### src/rtl/dmem_arbiter.sv
// dmem_arbiter: shares the single-port 256-word DataMemory between port A
// (core load/store) and port B (debug/loader); at most one access per cycle.
// Latency: grant is combinational; read data, and error pulse, one cycle after acceptance.
// Backpressure: a requester holds req/we/addr/wdata until x_req && x_gnt at an edge.
//
// Ports:
//   clk, rst                 - clock, synchronous active-high reset
//   {a,b}_req/we/addr/wdata  - request side; {a,b}_gnt combinational accept
//   {a,b}_rvalid/rdata/err   - per-port read response and out-of-range error pulse
//   mem_*                    - DataMemory drive (address, write_data, enables, read_data)
// Build option: define DMEM_ARB_RR_EN for round-robin tie-breaking; otherwise A wins ties.
module dmem_arbiter #(
  parameter int DEPTH  = 256,
  parameter int DATA_W = 32
) (
  input  logic              clk,
  input  logic              rst,
  input  logic              a_req,
  input  logic              a_we,
  input  logic [31:0]       a_addr,
  input  logic [DATA_W-1:0] a_wdata,
  output logic              a_gnt,
  output logic              a_rvalid,
  output logic [DATA_W-1:0] a_rdata,
  output logic              a_err,
  input  logic              b_req,
  input  logic              b_we,
  input  logic [31:0]       b_addr,
  input  logic [DATA_W-1:0] b_wdata,
  output logic              b_gnt,
  output logic              b_rvalid,
  output logic [DATA_W-1:0] b_rdata,
  output logic              b_err,
  output logic [31:0]       mem_address,
  output logic [DATA_W-1:0] mem_write_data,
  output logic              mem_write_enable,
  output logic              mem_read_enable,
  input  logic [DATA_W-1:0] mem_read_data
);

  localparam logic        PORT_A  = 1'b0;
  localparam logic        PORT_B  = 1'b1;
  localparam logic [31:0] DEPTH_W = 32'(DEPTH);

  logic              pend_valid_q, pend_valid_d;
  logic              pend_port_q,  pend_port_d;
  logic              err_valid_q,  err_valid_d;
  logic              err_port_q,   err_port_d;
`ifdef DMEM_ARB_RR_EN
  logic              rr_last_q,    rr_last_d;
`endif

  logic              granted;
  logic              sel_b;
  logic              sel_we;
  logic              sel_in_range;
  logic [31:0]       sel_addr;
  logic [DATA_W-1:0] sel_wdata;

  always_comb begin
    a_gnt = 1'b0;
    b_gnt = 1'b0;
    if (!rst) begin
      if (a_req && b_req) begin
`ifdef DMEM_ARB_RR_EN
        // On a tie the port that did not win last time goes first.
        if (rr_last_q == PORT_A) b_gnt = 1'b1;
        else                     a_gnt = 1'b1;
`else
        a_gnt = 1'b1;
`endif
      end else if (a_req) begin
        a_gnt = 1'b1;
      end else if (b_req) begin
        b_gnt = 1'b1;
      end
    end

    granted      = a_gnt | b_gnt;
    sel_b        = b_gnt;
    sel_we       = sel_b ? b_we    : a_we;
    sel_addr     = sel_b ? b_addr  : a_addr;
    sel_wdata    = sel_b ? b_wdata : a_wdata;
    sel_in_range = sel_addr < DEPTH_W;

    // Address/data follow the winner; an out-of-range access keeps both enables low.
    mem_address      = granted ? sel_addr  : '0;
    mem_write_data   = granted ? sel_wdata : '0;
    mem_write_enable = granted && sel_in_range && sel_we;
    mem_read_enable  = granted && sel_in_range && !sel_we;

    pend_valid_d = mem_read_enable;
    pend_port_d  = sel_b;
    err_valid_d  = granted && !sel_in_range;
    err_port_d   = sel_b;
`ifdef DMEM_ARB_RR_EN
    rr_last_d    = granted ? sel_b : rr_last_q;
`endif
  end

  always_ff @(posedge clk) begin
    if (rst) begin
      pend_valid_q <= 1'b0;
      pend_port_q  <= PORT_A;
      err_valid_q  <= 1'b0;
      err_port_q   <= PORT_A;
`ifdef DMEM_ARB_RR_EN
      rr_last_q    <= PORT_B;
`endif
    end else begin
      pend_valid_q <= pend_valid_d;
      pend_port_q  <= pend_port_d;
      err_valid_q  <= err_valid_d;
      err_port_q   <= err_port_d;
`ifdef DMEM_ARB_RR_EN
      rr_last_q    <= rr_last_d;
`endif
    end
  end

  // Responses are suppressed while rst is high so a read caught by a reset
  // in the following cycle never reports data.
  always_comb begin
    a_rvalid = pend_valid_q && (pend_port_q == PORT_A) && !rst;
    b_rvalid = pend_valid_q && (pend_port_q == PORT_B) && !rst;
    a_rdata  = a_rvalid ? mem_read_data : '0;
    b_rdata  = b_rvalid ? mem_read_data : '0;
    a_err    = err_valid_q && (err_port_q == PORT_A) && !rst;
    b_err    = err_valid_q && (err_port_q == PORT_B) && !rst;
  end

endmodule

### config.mk
export PLATFORM = sky130hd
export DESIGN_NAME = dmem_arbiter
export DESIGN_NICKNAME = d
export VERILOG_FILES = /design/src/rtl/dmem_arbiter.sv
export SDC_FILE = /design/constraint.sdc
export NUM_CORES = 1
export LEC_CHECK = 0
export CORE_AREA = 4 4 115 117
export CTS_BUF_LIST = sky130_fd_sc_hd__clkbuf_4
export DETAILED_ROUTE_END_ITERATION = 8
export DIE_AREA = 0 0 119 121
export GPL_ROUTABILITY_DRIVEN = 0
export MAX_ROUTING_LAYER = met4
export PLACE_DENSITY = 0.68
export REMOVE_ABC_BUFFERS = 1
export SLEW_MARGIN = 10
export SYNTH_ARGS = -nofsm -noshare
export SYNTH_HDL_FRONTEND = slang
export SYNTH_SLANG_ARGS = --single-unit
### constraint.sdc
create_clock -name clk -period 1.7 [get_ports clk]
set_input_delay 0.17 -clock clk [delete_from_list [all_inputs] [get_ports clk]]
set_output_delay 0.17 -clock clk [all_outputs]
set_load 0.005 [all_outputs]
==> summary.txt <==
Detailed routing
  – Routed len/inst: 17.7 µm
  – Routed via count: 3357
  – Drt total wl: 13900 µm
  – Vias per cell: 4.29
  – Post-route ant nets: 0
  – DR iter-0 viols: 168
  – Drc violations: 0
  – Number of iterations in the first detailed-routing pass: 4

Yosys
  – Yosys reg bits: 3
  – Cells after Synth: 279
  – Avg Inst Size Synth: 5.70 µm²
  – Sequential share of the synthesized area: 3.78%
  – Number of enable flip-flop cells after synthesis: 0
  – Synth async-reset ratio: 0%
  – Yosys cell types: 24
  – Yosys Warn Count: 0
  – Mapped cell area: 0.00159 mm²
  – Post-synth top flop: dfxtp_1

Layout
  – Nets: 776
  – Finished Layout Cells: 782
  – Most common cell after layout, fill and taps aside: clkdlybuf4s50_1
  – Design Area, Final: 0.00539 mm²
  – Area Growth Syn to Fin: 239%
  – Share of layout cells above drive strength 1: 19.5%
  – Fillers: 1280
  – Most frequent cells in the layout: clkdlybuf4s50_1, dlygate4sd2_1, and2_1

Timing
  – Max Freq: 582 MHz
  – Hold Fails Final Rpt: 0
  – TNS Setup: -0.0191 ns
  – Slew Viols, Final: 0
  – Slew @ Worst Pin: 0.379 ns
  – Relative slew slack: 74.7%
  – Minimum clock period: 1.72 ns
  – Final period util: 101%
  – RSZ-0062 raised after global routing: yes
  – Endpoints failing setup: 1
  – Worst Slack Setup Final: -0.0191 ns

Die
  – Core Rows: 41
  – Die Width: 119 µm
  – Area of the die: 0.0144 mm²
  – I/O pin cnt: 302
  – Starting density of the core: 12.9%
  – Core area: 0.0124 mm²
  – Die extent in y: 121 µm

Clocking
  – Clock Path Buffers: 2
  – Clk pin slew, worst setup/hold paths: 0.04 ns
  – TritonCTS Buffers: 3
  – H-tree depth reported by CTS: 1
  – CTS tree: yes
  – Sink Count: 3
  – CTS Root Cell: clkbuf_4
  – CTS Hold Bufs: 0

Placement
  – I/O Buffers: 301
  – Final HPWL DP: 10700 µm
  – Cells after DPL: 750
  – Placed Area: 0.00493 mm²
  – Dpl ws: -0.860 ns

Global route
  – Antenna violations before repair: 1
  – Total gr overflow: 0
  – Vias in the first global route: 3463
  – Largest net degree at the start of global routing: 38
  – First-pass GRT wire length: 19300 µm
  – Total GRT Usage: 17.4%

Worst setup path
  – Crit Path Max Fanout: 2
  – Bufs and invs on worst path: 4
  – CP Capture Type: output pin
  – Most used cell, CP: buf_4
  – Worst EP required: 1.53 ns
  – Critical Path Source Type: input port
  – CP top delay family: buffers and inverters
  – WS Path Type: in -> out
  – Worst path arrival time: 1.55 ns
  – Critical Path Slowest Stage Cell: clkdlybuf4s50_1
  – Max incr delay on CP: 0.45 ns
  – CP Cell Sequence: clkdlybuf4s50_1 -> nor4_2 -> buf_4 -> nand4_1 -> buf_4 -> a211oi_4 -> buf_2

Status
  – Outcome: complete, but fails checks
  – Failing checks: setup timing

Power and ir drop
  – Power Density: 207 mW/mm²
  – Peak supply drop: 0.0830 mV
  – LEAKAGE: 0.00284 µW
  – Overall power: 1120 µW

Hold path
  – Hold Path Class: in -> reg

Flow run
  – Maxcap violations: 0
logic make-up after synthesis:
group	count (synthesis)	share of synthesized area (%)
and+or+nand+nor	177	57.3
AOI/OAI and AO/OA	68	28.6
buffers and inverters	30	9.45
DFF	3	3.78
muxes	1	0.866
Yosys cell counts, types with 2 or more instances:
cell / n / share of area, %
buf_6: 3 / 2.1
nor2_1: 41 / 9.7
buf_2: 4 / 1.3
nor3b_1: 2 / 0.94
a21oi_1: 26 / 8.2
clkbuf_1: 19 / 4.5
nor4_1: 12 / 4.7
nand2_1: 48 / 11
buf_4: 2 / 0.94
a22oi_1: 40 / 19
dfxtp_1: 3 / 3.8
and4_1: 2 / 1.1
and3b_1: 3 / 1.7
and2_1: 64 / 25
what timing repair did:
| item | CTS | global route |
|---|---|---|
| gates resized for setup | 242 | 90 |
| pin swaps | 18 | 16 |
| endpoints found under the setup margin | 138 | 58 |
| setup buffers | 12 | 8 |
| cloned | 5 | 3 |
| hold endpoints to repair | 0 | 0 |
metal layers:
metal  global-route usage, %  wire length [µm]
met1                    19.1              5100
met2                    32.2              7410
met3                    2.80              1040
met4                    5.29               326
met5                       -                 0
where the power goes:
part           leakage [µW]  switching (µW)  internal, µW  total, µW
clock             0.0000184            35.7           104        139
combinational       0.00279             333           568        902
sequential        0.0000254            2.25          72.5       74.8
total               0.00284             371           745       1120
per-stage QoR:
stage	util (%)	hold WS (ns)
floorplan	-	0.371
global placement	39.9	1.02
detailed placement	39.9	1.04
CTS	41.9	0.717
global route	43.6	0.676
finish	43.6	0.627
flip-flops by register name, indices dropped and copies added (netlist names):
register and count:
err_port_q 1, err_valid_q 1, pend_valid_q 1
final cells by class:
class	instances	area, µm²	share of cell area [%]
Antenna cell	1	2.50	0.0465
Clock buffer	4	30.0	0.557
Tap cell	172	215	4.00
Multi-Input combinational cell	246	1560	29.0
Sequential cell	3	63.8	1.18
Inverter	2	12.5	0.232
Timing Repair Buffer	354	3500	64.9
worst paths after layout:
check                   from               end  slack, ns  cells past startpoint
setup / recovery  a_addr[17]  mem_write_enable      -0.02                      7
hold / removal         a_req        err_port_q       0.63                      6
Power figures use the tool's default switching activity.
